## config.mk

```make
export PLATFORM = sky130hd
export DESIGN_NAME = uart_tx_serializer_flat
export DESIGN_NICKNAME = d
export VERILOG_FILES = /design/src/rtl/uart_pkg.sv /design/src/rtl/uart_tx_serializer_if.sv /design/src/rtl/uart_baud_tick.sv /design/src/rtl/uart_tx_serializer.sv /design/src/flat_wrapper.sv
export SDC_FILE = /design/constraint.sdc
export NUM_CORES = 1
export LEC_CHECK = 0
export CAP_MARGIN = 20
export CORE_MARGIN = 3
export CORE_UTILIZATION = 50
export CTS_CLUSTER_SIZE = 12
export DETAILED_ROUTE_END_ITERATION = 8
export PLACE_DENSITY = 0.71
export REMOVE_ABC_BUFFERS = 1
export SYNTH_ARGS = -nofsm -noshare
export SYNTH_HDL_FRONTEND = slang
export SYNTH_SLANG_ARGS = --single-unit
```

## constraint.sdc

```tcl
create_clock -name clk -period 9.81 [get_ports clk]
set_clock_uncertainty 0.15 [all_clocks]
set_input_delay 2.943 -clock clk [delete_from_list [all_inputs] [get_ports clk]]
set_output_delay 2.943 -clock clk [all_outputs]
set_load 0.05 [all_outputs]
```

## src/rtl/uart_pkg.sv

```systemverilog
// Shared definitions for the UART transmit path: FSM state encoding and line levels.
package uart_pkg;

    localparam logic UART_IDLE_LEVEL  = 1'b1;
    localparam logic UART_START_LEVEL = 1'b0;

    typedef enum logic [2:0] {
        IDLE   = 3'd0,
        START  = 3'd1,
        DATA   = 3'd2,
        PARITY = 3'd3,
        STOP   = 3'd4
    } uart_tx_state_t;

endpackage

```

## src/rtl/uart_tx_serializer_if.sv

```systemverilog
// Read side of a show-ahead TX FIFO: occupancy flag, top-of-FIFO word and pop strobe.
interface uart_tx_serializer_if #(
    parameter int WIDTH = 8
);
    logic             fifo_not_empty;
    logic [WIDTH-1:0] fifo_data;
    logic             fifo_read;

    modport master (
        output fifo_not_empty,
        output fifo_data,
        input  fifo_read
    );

    modport slave (
        input  fifo_not_empty,
        input  fifo_data,
        output fifo_read
    );
endinterface

```

## src/rtl/uart_baud_tick.sv

```systemverilog
// Loadable bit-period down-counter; tick flags the terminal count of the current bit.
module uart_baud_tick #(
    parameter int DIV_WIDTH = 16
) (
    input  logic                 clk,
    input  logic                 reset_n,
    input  logic                 sync_reset,
    input  logic                 load,
    input  logic [DIV_WIDTH-1:0] div,
    output logic                 tick
);
    logic [DIV_WIDTH-1:0] cnt_q, cnt_d;

    always_comb begin
        cnt_d = cnt_q;
        if (sync_reset) begin
            cnt_d = '0;
        end else if (load) begin
            cnt_d = div;
        end else if (cnt_q != '0) begin
            cnt_d = cnt_q - DIV_WIDTH'(1);
        end
    end

    always_ff @(posedge clk or negedge reset_n) begin
        if (!reset_n) begin
            cnt_q <= '0;
        end else begin
            cnt_q <= cnt_d;
        end
    end

    assign tick = (cnt_q == '0);
endmodule

```

## src/rtl/uart_tx_serializer.sv

```systemverilog
// UART transmit engine: pops the TX FIFO and serializes start/data/[parity]/stop onto txd.
// Parity bit is present only when UART_TX_PARITY_EN is defined (normally set in config.vh).
module uart_tx_serializer
    import uart_pkg::*;
#(
    parameter int WIDTH     = 8,
    parameter int DIV_WIDTH = 16,
    parameter int STOP_BITS = 1
) (
    input  logic                 clk,
    input  logic                 reset_n,
    input  logic                 sync_reset,
    input  logic                 tx_enable,
    input  logic [DIV_WIDTH-1:0] baud_div,
    input  logic                 parity_odd,
    uart_tx_serializer_if.slave  fifo,
    output logic                 txd,
    output logic                 tx_busy,
    output logic                 tx_done
);
    localparam int            BW       = (WIDTH > 1) ? $clog2(WIDTH) : 1;
    localparam logic [BW-1:0] LAST_BIT = BW'(WIDTH - 1);

    uart_tx_state_t       state_q, state_d;
    logic [WIDTH-1:0]     shift_q, shift_d;
    logic [BW-1:0]        bit_q, bit_d;
    logic                 stop_q, stop_d;
    logic [DIV_WIDTH-1:0] div_q, div_d;
    logic                 txd_q, txd_d;

    logic                 tick;
    logic                 in_frame;
    logic                 bit_end;
    logic                 last_stop;
    logic                 start_frame;
    logic                 frame_end;
    logic                 baud_load;
    logic [DIV_WIDTH-1:0] baud_load_val;

`ifdef UART_TX_PARITY_EN
    logic par_q, par_d;
`else
    logic unused_parity_odd;
    assign unused_parity_odd = parity_odd;
`endif

    assign in_frame  = (state_q != IDLE);
    assign bit_end   = in_frame && tick;
    assign last_stop = (STOP_BITS == 1) ? 1'b1 : stop_q;

    uart_baud_tick #(
        .DIV_WIDTH (DIV_WIDTH)
    ) u_baud_tick (
        .clk        (clk),
        .reset_n    (reset_n),
        .sync_reset (sync_reset),
        .load       (baud_load),
        .div        (baud_load_val),
        .tick       (tick)
    );

    always_ff @(posedge clk or negedge reset_n) begin
        if (!reset_n) begin
            state_q <= IDLE;
            shift_q <= '0;
            bit_q   <= '0;
            stop_q  <= 1'b0;
            div_q   <= '0;
            txd_q   <= UART_IDLE_LEVEL;
`ifdef UART_TX_PARITY_EN
            par_q   <= 1'b0;
`endif
        end else begin
            state_q <= state_d;
            shift_q <= shift_d;
            bit_q   <= bit_d;
            stop_q  <= stop_d;
            div_q   <= div_d;
            txd_q   <= txd_d;
`ifdef UART_TX_PARITY_EN
            par_q   <= par_d;
`endif
        end
    end

    // txd_d is the level for the next cycle, so the pad flop changes on the bit boundary itself.
    always_comb begin
        state_d = state_q;
        shift_d = shift_q;
        bit_d   = bit_q;
        stop_d  = stop_q;
        div_d   = div_q;
        txd_d   = txd_q;
`ifdef UART_TX_PARITY_EN
        par_d   = par_q;
`endif
        if (sync_reset) begin
            state_d = IDLE;
            txd_d   = UART_IDLE_LEVEL;
            bit_d   = '0;
            stop_d  = 1'b0;
        end else if (start_frame) begin
            state_d = START;
            txd_d   = UART_START_LEVEL;
            shift_d = fifo.fifo_data;
            div_d   = baud_div;
            bit_d   = '0;
            stop_d  = 1'b0;
`ifdef UART_TX_PARITY_EN
            par_d   = (^fifo.fifo_data) ^ parity_odd;
`endif
        end else if (bit_end) begin
            case (state_q)
                START: begin
                    state_d = DATA;
                    txd_d   = shift_q[0];
                end
                DATA: begin
                    shift_d = shift_q >> 1;
                    bit_d   = bit_q + BW'(1);
                    if (bit_q == LAST_BIT) begin
`ifdef UART_TX_PARITY_EN
                        state_d = PARITY;
                        txd_d   = par_q;
`else
                        state_d = STOP;
                        txd_d   = UART_IDLE_LEVEL;
`endif
                    end else begin
                        txd_d = shift_d[0];
                    end
                end
`ifdef UART_TX_PARITY_EN
                PARITY: begin
                    state_d = STOP;
                    txd_d   = UART_IDLE_LEVEL;
                end
`endif
                STOP: begin
                    if (last_stop) begin
                        state_d = IDLE;
                        txd_d   = UART_IDLE_LEVEL;
                    end else begin
                        stop_d = 1'b1;
                    end
                end
                default: begin
                    state_d = IDLE;
                    txd_d   = UART_IDLE_LEVEL;
                end
            endcase
        end
    end

    // A pop in the final stop cycle chains the next frame with no idle gap.
    always_comb begin
        frame_end     = 1'b0;
        start_frame   = 1'b0;
        if (reset_n && !sync_reset) begin
            frame_end   = (state_q == STOP) && tick && last_stop;
            start_frame = tx_enable && fifo.fifo_not_empty &&
                          ((state_q == IDLE) || frame_end);
        end
        baud_load     = start_frame || bit_end;
        baud_load_val = start_frame ? baud_div : div_q;
    end

    assign fifo.fifo_read = start_frame;
    assign tx_done        = frame_end;
    assign tx_busy        = in_frame;
    assign txd            = txd_q;
endmodule
```

## src/flat_wrapper.sv

```systemverilog
// flat-port wrapper written by rule: the top's interface ports become plain ports
module uart_tx_serializer_flat import uart_pkg::*;
#(
    parameter int WIDTH     = 8,
    parameter int DIV_WIDTH = 16,
    parameter int STOP_BITS = 1
)
  (clk, reset_n, sync_reset, tx_enable, baud_div, parity_odd, txd, tx_busy, tx_done, fifo_fifo_not_empty, fifo_fifo_data, fifo_fifo_read);
  uart_tx_serializer_if #(.WIDTH(WIDTH)) fifo_i ();
  input  logic clk;
  input  logic reset_n;
  input  logic sync_reset;
  input  logic tx_enable;
  input  logic [DIV_WIDTH-1:0] baud_div;
  input  logic parity_odd;
  output logic txd;
  output logic tx_busy;
  output logic tx_done;
  input wire logic [$bits(fifo_i.fifo_not_empty)-1:0] fifo_fifo_not_empty;
  input wire logic [$bits(fifo_i.fifo_data)-1:0] fifo_fifo_data;
  output wire logic [$bits(fifo_i.fifo_read)-1:0] fifo_fifo_read;
  assign fifo_i.fifo_not_empty = fifo_fifo_not_empty;
  assign fifo_i.fifo_data = fifo_fifo_data;
  assign fifo_fifo_read = fifo_i.fifo_read;
  uart_tx_serializer #(.WIDTH(WIDTH), .DIV_WIDTH(DIV_WIDTH), .STOP_BITS(STOP_BITS)) u_core (.clk(clk), .reset_n(reset_n), .sync_reset(sync_reset), .tx_enable(tx_enable), .baud_div(baud_div), .parity_odd(parity_odd), .fifo(fifo_i), .txd(txd), .tx_busy(tx_busy), .tx_done(tx_done));
endmodule
```

Word-level counts from Yosys, hierarchy flattened
Cells that the tools add are included.

Add/sub/neg operators: 2. Eq/ne operators: 5. Multiplexer cells: 23. Bitwise operators: 1. Reductions and logical operators: 20.

Operators by type and width (count): 2-to-1 mux 16 bit (4); 2-to-1 mux 3 bit (8); 2-to-1 mux 8 bit (3); logical NOT 16 bit (1); nonzero test 16 bit (1); subtractor 16 x 1 -> 16 bit, second input constant (1); nonzero test 3 bit (4); == test 3 bit, second input constant (2); 2-to-1 mux 1 bit (6); one-hot mux 3 bit (2 select lines) (1); logical AND 1 bit (5); != test 4 x 3 -> 1 bit, second input constant (1); AND reduction 2 bit (2); nonzero test 2 bit (2); adder 3 x 1 -> 3 bit, second input constant (1); == test 3 x 1 -> 1 bit, second input constant (1); == test 3 x 2 -> 1 bit, second input constant (1); logical NOT 3 bit (1); AND reduction 3 bit (1); logical OR 1 bit (2); one-hot mux 1 bit (2 select lines) (1); logical NOT 1 bit (1); inverter 1 bit (1).

Flip-flop bits (word level): 47. Output and inout port bits: 4.

Logic depth before layout (Yosys ltp)
Gate-level depths: netlist of run 1.

Depth in word-level cells: 8. Mapped depth: 11. Mapped depth without buffers: 8.

Modules after synthesis
From an unflattened synthesis of run 1, not the netlist that was laid out.

Cell total of the unflattened synthesis: 249. Area, all modules: 2735.1 um^2.

Modules (own cells, without submodules): uart_tx_serializer (times used 1, cells each 141, area each 1750.4 um^2, sequential area each 777.0 um^2); uart_baud_tick (times used 1, cells each 108, area each 984.7 um^2, sequential area each 400.4 um^2).

Worst setup path after synthesis of run 1
Ideal clock, no wire load.

Path type: input-to-output. From: input port sync_reset. To: output port tx_done. Arrival time: 4.419 ns. Data required time: 6.717 ns. Slack: 2.298 ns. Stages: 2. Buffers on the path: 0. Cells stage by stage: or3_1 > nor3_1.

Cells in the longest elaborated chain, start to end: 3.

Ends and longest elaborated chain: start, declared (RTL line flat_wrapper.sv:12) `input logic sync_reset;`; logical NOT 1 bit (RTL line uart_tx_serializer.sv:159) `if (reset_n && !sync_reset) begin`; logical AND 1 bit (RTL line uart_tx_serializer.sv:159); 2-to-1 mux 1 bit (RTL line uart_tx_serializer.sv:159); end, declared (RTL line flat_wrapper.sv:18) `output logic tx_done;`.

Every way passes these cells.

Worst setup path in the final report of run 1
From: input port sync_reset. To: output port fifo_fifo_read.

Cells in the longest elaborated chain, start to end: 3.

Ends and longest elaborated chain: logical NOT 1 bit (RTL line uart_tx_serializer.sv:159); logical AND 1 bit (RTL line uart_tx_serializer.sv:159); 2-to-1 mux 1 bit (RTL line uart_tx_serializer.sv:159); end, declared (RTL line flat_wrapper.sv:21) `output wire logic [$bits(fifo_i.fifo_read)-1:0] fifo_fifo_read;`.

Every way passes these cells.

==> flow_metrics.tcl, run 1 <==
set metrics [dict create \
    core_sq_um 4786 \
    hold_viol 0 \
    antenna_found_initial 0 \
    antenna_violating_nets_post_route 0 \
    timing.critical_path.required_ns 6.72 \
    synth_seq_cells 47 \
    floorplan.die.height_um 76.89 \
    hpwlAfterDp_mm 4.151 \
    syn_inst_count 265 \
    floorplan.initialDensity 0.5250 \
    r2r-start "u_core.u_baud_tick.cnt_q[0]" \
    pwr_density_cell_nw_per_um2 237.1 \
    drt_pass1_iterations 4 \
    totalWireLength_mm 5.877 \
    slew_viols_final 0 \
    hold_start "u_core.div_q[9]" \
    die_w_um 76.89 \
    power.static_leakage_nw 1.241 \
    post_cts.repair.setup_buffers 0 \
    placement.io_buffers 32 \
    cp_max_fo 11 \
    timing.final.crit_period_ns 8.482 \
    cts_repair_resize_count 0 \
    netlist-cell-type-count 49 \
    ios 34 \
    die_area_sq_um 5911 \
    slew_headroom 0.4919 \
    ys.warnings.count 0 \
    worst_ir_drop_vdd_mv 0.1402 \
    finalWeightedCongestion 0.8847 \
    drt-vias-per-instance 5.804 \
    vias 2101 \
    worst-endpoint-arrival_ns 5.39 \
    cts_htree_levels 2 \
    cts.clk_slew.worst_paths_ns 0.10 \
    std_cell_rows 25 \
    critPathCaptureType "output pin" \
    rsz_0062_raised_after_global_routing "false" \
    hold_bufs_inserted_after_cts 0 \
    fmax_mhz 117.9 \
    finalWorstSetupSlack_ns 1.328 \
    setup_violations 0 \
    first_global_vias 2096 \
    grt_remaining_overflow 0 \
    hold_depth 2 \
    outcome "completed" \
    syn-cell-area_sq_um 2512 \
    fill_cells 434 \
    remaining_routing_drc_violations 0 \
    regToRegSetupSlack_ns 6.73 \
    worst_pin_slew_ns 0.7594 \
    final_layout_size_suffix_gt1_frac 0.06441 \
    grt_util_all_layers 0.2216 \
    reg2reg_depth 9 \
    drt_first_iter_violations 158 \
    setup.worst_path.class "primary input to output pin" \
    routed_wire_length_per_instance_um 16.23 \
    final.setup.tns_ns 0 \
    finalNetCount 328 \
    grt_start_max_net_pins 50 \
    preCtsSetupSlack_ns 1.330 \
    worst_setup_path_start_kind "primary input" \
    worstSkewPairLatency_ns 0.30 \
    grt_pass1_wl_mm 10.58 \
    clock_sink_count 47 \
    max-clock-path-buffers 2 \
    tritoncts "done" \
    synth-seq-area-share 0.4686 \
    syn-mean-instance-area_sq_um 9.481 \
    drv.max_cap_violation_count 0 \
    r2r_path_end "u_core.u_baud_tick.cnt_q[1]" \
    cts_made_buffers 5 \
    hold_path_class "flop to flop" \
    diode_count 0 \
    syn_to_final_growth_pct 16.28 \
    clock-root-buffer "clkbuf_8" \
    min_delay_worst_endpoint "u_core.div_q[9]" \
    fin_crit_sh 0.8646 \
]
## synth_stat cells, drive strengths merged
| master | n | area share |
|---|---|---|
| a211oi | 2 | 0.0060 |
| a21o | 3 | 0.0090 |
| a21oi | 10 | 0.020 |
| a22o | 2 | 0.0070 |
| a22oi | 13 | 0.039 |
| a2bb2oi | 7 | 0.024 |
| a311o | 2 | 0.0080 |
| a31oi | 2 | 0.0050 |
| a32oi | 2 | 0.0070 |
| a41oi | 1 | 0.0035 |
| and2 | 1 | 0.0025 |
| and3 | 1 | 0.0025 |
| buf | 9 | 0.035 |
| clkbuf | 4 | 0.0060 |
| clkinv | 2 | 0.0080 |
| dfrtp | 46 | 0.46 |
| dfstp | 1 | 0.010 |
| ha | 4 | 0.020 |
| inv | 5 | 0.0075 |
| nand2 | 53 | 0.079 |
| nand2b | 3 | 0.0075 |
| nand3 | 6 | 0.012 |
| nand3b | 1 | 0.0030 |
| nand4 | 2 | 0.0050 |
| nor2 | 14 | 0.021 |
| nor3 | 9 | 0.022 |
| nor3b | 2 | 0.0060 |
| nor4 | 3 | 0.0075 |
| o21a | 2 | 0.0060 |
| o21ai | 7 | 0.014 |
| o22ai | 17 | 0.042 |
| o31ai | 1 | 0.0030 |
| o32ai | 1 | 0.0035 |
| o41ai | 1 | 0.0035 |
| or2 | 1 | 0.0025 |
| or3 | 6 | 0.015 |
| or4 | 4 | 0.015 |
| or4b | 2 | 0.0080 |
| xnor2 | 9 | 0.031 |
| xor2 | 4 | 0.014 |
## state kept, by name (all words and copies together) (netlist names)
signal                    flops
u_core.bit_q                  3
u_core.div_q                 16
u_core.shift_q                8
u_core.state_q                3
u_core.txd                    1
u_core.u_baud_tick.cnt_q     16
## logic make-up (layout without fill, tap and decap cells)
logic type	after synthesis	in the layout	synth area share
compound gates	73	73	0.2007
xor+xnor	13	13	0.04532
fa+ha+maj	4	4	0.01992
buf+inv	20	50	0.05677
flops	47	47	0.4686
simple gates	108	108	0.2087
## through the flow
stage / instance area (sq um) / utilization / cells / hold WS, ns / power (mW)
2_1_floorplan: 2409 / - / 252 / 0.2953 / 0.4983
3_3_place_gp: 2830 / 0.5914 / 354 / 0.3086 / 0.5662
3_5_place_dp: 2830 / 0.5914 / 354 / 0.3127 / 0.5727
4_1_cts: 2922 / 0.6105 / 362 / 0.3370 / 0.6944
5_1_grt: 2922 / 0.6105 / 362 / 0.3495 / 0.7508
6_report: 2922 / 0.6105 / 362 / 0.3355 / 0.6927
## cells in the final DEF (no fill, tap or decap), drive strengths merged, types with 4 or more instances in the layout
cell type / netlist / routed
o22ai: 17 / 17
buf: 9 / 4
or4: 4 / 4
clkinv: 2 / 4
ha: 4 / 4
or3: 6 / 6
a22oi: 13 / 13
dfrtp: 46 / 46
o21ai: 7 / 7
nand3: 6 / 6
clkdlybuf4s50: 0 / 31
clkbuf: 4 / 5
inv: 5 / 6
nand2: 53 / 53
a2bb2oi: 7 / 7
a21oi: 10 / 10
xnor2: 9 / 9
xor2: 4 / 4
nor2: 14 / 14
nor3: 9 / 9
## worst max-delay path: stages
cell and delay [ns]:
clkdlybuf4s50_1 0.60, or3_1 0.46, nand2b_1 0.25, a21o_1 0.28, clkinv_8 0.06, clkdlybuf4s50_1 0.79
## report_power, final
part | internal (mW) | switching (mW) | leakage, nW | total [mW]
sequential | 0.245 | 0.0494 | 0.594 | 0.295
clock | 0.0511 | 0.0683 | 0.0485 | 0.119
combinational | 0.132 | 0.147 | 0.598 | 0.278
## worst max-delay path by stage
| stage | from | to | depth (start not counted) |
|---|---|---|---|
| after CTS | sync_reset | fifo_fifo_read | 6 |
| after detailed placement | sync_reset | fifo_fifo_read | 6 |
| after global routing | sync_reset | fifo_fifo_read | 6 |
| final | sync_reset | fifo_fifo_read | 6 |
| after floorplan | sync_reset | tx_done | 2 |
| after global placement | sync_reset | fifo_fifo_read | 6 |
## layout make-up
class | instances | area, sq um | area share
clock buffer | 5 | 68.82 | 0.02355
clock inverter | 3 | 22.52 | 0.007709
inverter | 7 | 38.79 | 0.01328
multi-input combinational | 198 | 1192 | 0.4081
sequential | 47 | 1177 | 0.4030
tap | 67 | 83.83 | 0.02869
timing repair buffer | 35 | 337.8 | 0.1156
## routing by layer
layer / vias to the layer above / GRT usage / part of all wire
met3: 4 / 0.03756 / 0.037
met1: 1017 / 0.3374 / 0.49
met2: 57 / 0.3206 / 0.46
met4: 0 / 0.06884 / 0.011
li1: 1023 / - / -
met5: - / 0 / 0
No activity file was read; power rests on OpenSTA's default activity.
==> run 2, diff against run 1 <==
--- a/config.mk
+++ b/config.mk
@@ -10,7 +10,7 @@
 export CORE_UTILIZATION = 50
 export CTS_CLUSTER_SIZE = 12
 export DETAILED_ROUTE_END_ITERATION = 8
-export PLACE_DENSITY = 0.71
+export PLACE_DENSITY = 0.74
 export REMOVE_ABC_BUFFERS = 1
 export SYNTH_ARGS = -nofsm -noshare
 export SYNTH_HDL_FRONTEND = slang
==> flow_metrics.tcl, run 2 (synthesis gave the netlist of run 1 again) <==
set metrics [dict create \
    outcome "completed" \
    vias 2124 \
    std_cell_rows 25 \
    worst_ir_drop_vdd_mv 0.1387 \
    longest_individual_stage_delay_on_the_worst_path_ns 0.79 \
    hold_bufs_inserted_after_cts 0 \
    floorplan.initialDensity 0.5250 \
    final-seq-area_sq_um 1177 \
    max-clock-path-buffers 2 \
    cts.clk_slew.worst_paths_ns 0.09 \
    final.setup.tns_ns 0 \
    met1_length_mm 2.847 \
    post_cts.repair.setup_buffers 0 \
    die_area_sq_um 5911 \
    reg.largest.list "u_core.div_q x16, u_core.u_baud_tick.cnt_q x16, u_core.shift_q x8" \
    syn_to_final_growth_pct 16.58 \
    cts_htree_levels 2 \
    worst-endpoint-arrival_ns 5.39 \
    rsz_0062_raised_after_global_routing "false" \
    power.static_leakage_nw 1.239 \
    worst_pin_slew_ns 0.7470 \
    cp_slowest_cell "clkdlybuf4s50_1" \
    hold_viol 0 \
    routed_wire_length_per_instance_um 16.18 \
    tritoncts "done" \
    setup_violations 0 \
    drv.max_cap_violation_count 0 \
    layout_commonest_cell "nand2_1" \
    preCtsSetupSlack_ns 1.338 \
    fill_cells 452 \
    finalWeightedCongestion 0.8917 \
    critPathMostFrequentCell "clkdlybuf4s50_1" \
    grt_remaining_overflow 0 \
    finalNetCount 328 \
    worst_setup_path_start_kind "primary input" \
    critPathCaptureType "output pin" \
    totalWireLength_mm 5.858 \
    antenna_found_initial 0 \
    slew_headroom 0.4982 \
    timing.critical_path.required_ns 6.72 \
    cp_max_fo 11 \
    diode_count 0 \
    drt_first_iter_violations 170 \
    detailroute.wirelength.met3_um 198 \
    critical_path.n_buffers_inverters 3 \
    fmax_mhz 117.8 \
    clock_sink_count 47 \
    timing.critical_path.cells "clkdlybuf4s50_1, or3_1, nand2b_1, a21o_1, clkinv_8, clkdlybuf4s50_1" \
    multiInputGateArea_sq_um 1192 \
    timing.final.crit_period_ns 8.486 \
    clock-root-buffer "clkbuf_8" \
    die_w_um 76.89 \
    final_layout_size_suffix_gt1_frac 0.06441 \
    grt_start_max_net_pins 50 \
    cts_repair_resize_count 0 \
    hpwlAfterDp_mm 4.106 \
    floorplan.die.height_um 76.89 \
    final_cell_mix "nand2_1, dfrtp_1, clkdlybuf4s50_1" \
    setup.worst_path.class "primary input to output pin" \
    drt-vias-per-instance 5.867 \
    placement.io_buffers 32 \
    critical-path-top-delay-family "buffers and inverters" \
    pwr_density_cell_nw_per_um2 239.6 \
    hold_path_class "flop to flop" \
    cts_made_buffers 5 \
    grt_pass1_wl_mm 10.09 \
    core_sq_um 4786 \
    remaining_routing_drc_violations 0 \
    worstSkewPairLatency_ns 0.31 \
    drt_pass1_iterations 4 \
    finalWorstSetupSlack_ns 1.324 \
    ios 34 \
    first_global_vias 2075 \
    top_signal_layer_used "met4" \
    grt_util_all_layers 0.2133 \
    wl_met2_mm 2.710 \
    antenna_violating_nets_post_route 0 \
    slew_viols_final 0 \
    fin_crit_sh 0.8650 \
]
-- run 2: cell count changes in the layout (fill, tap and decap cells not counted), sizes merged --
cell      before  now
clkbuf         5    6
clkinv         4    3
clkinvlp       0    1
inv            6    5
-- run 2: metal layers --
metal | GRT usage | up-vias
met2 | 0.3197 | 49
li1 | - | 1029
met5 | 0 | -
met1 | 0.3059 | 1037
met3 | 0.03521 | 9
met4 | 0.08877 | 0
-- run 2: worst reg2reg max path, cell delays in order (launching register included) --
cell      delay (ns)
dfrtp_1         0.44
inv_1           0.14
ha_1            0.19
or4b_1          0.43
or4_4           0.62
a21o_1          0.32
clkinv_8        0.07
buf_4           0.25
a22oi_1         0.14
a211oi_1        0.24
-- run 2: layout make-up --
class	count	share of cell area
Clock buffer	6	0.02819
Clock inverter	2	0.005553
Inverter	7	0.01324
Multi-Input combinational cell	198	0.4071
Sequential cell	47	0.4020
Tap cell	67	0.02862
Timing Repair Buffer	35	0.1153
-- run 2: worst paths after layout --
check                                            start                      endpoint  slack (ns)  cells after the start
max                                         sync_reset                fifo_fifo_read        1.32                      6
min reg2reg                           u_core.div_q[14]              u_core.div_q[14]        0.33                      2
min                                   u_core.div_q[14]              u_core.div_q[14]        0.33                      2
max in group asynchronous                      reset_n   u_core.u_baud_tick.cnt_q[0]        6.46                      2
min in group asynchronous                      reset_n  u_core.u_baud_tick.cnt_q[13]        2.64                      2
max reg2reg                u_core.u_baud_tick.cnt_q[0]   u_core.u_baud_tick.cnt_q[0]        6.72                      9
-- run 2: stage by stage --
step	area, sq um	total power, mW	utilization	cells	hold WS [ns]
finish	2929	0.7018	0.6120	362	0.3294
global route	2929	0.7525	0.6120	362	0.3610
CTS	2929	0.7012	0.6120	362	0.3367
detailed placement	2830	0.5733	0.5914	354	0.3128
global placement	2830	0.5645	0.5914	354	0.3080
floorplan	2409	0.4983	-	252	0.2953
-- run 2: power breakdown --
| group | switching (mW) | internal [mW] | leakage (nW) | total, mW |
|---|---|---|---|---|
| combinational | 0.149 | 0.132 | 0.598 | 0.282 |
| sequential | 0.0481 | 0.245 | 0.594 | 0.293 |
| clock | 0.0691 | 0.0576 | 0.0474 | 0.127 |
==> run 3, diff against run 2 <==
--- a/config.mk
+++ b/config.mk
@@ -10,6 +10,7 @@
 export CORE_UTILIZATION = 50
 export CTS_CLUSTER_SIZE = 12
 export DETAILED_ROUTE_END_ITERATION = 8
+export GPL_ROUTABILITY_DRIVEN = 0
 export PLACE_DENSITY = 0.74
 export REMOVE_ABC_BUFFERS = 1
 export SYNTH_ARGS = -nofsm -noshare
==> results of run 3 <==
Final layout, timing and power as in run 2 (identical DEF).
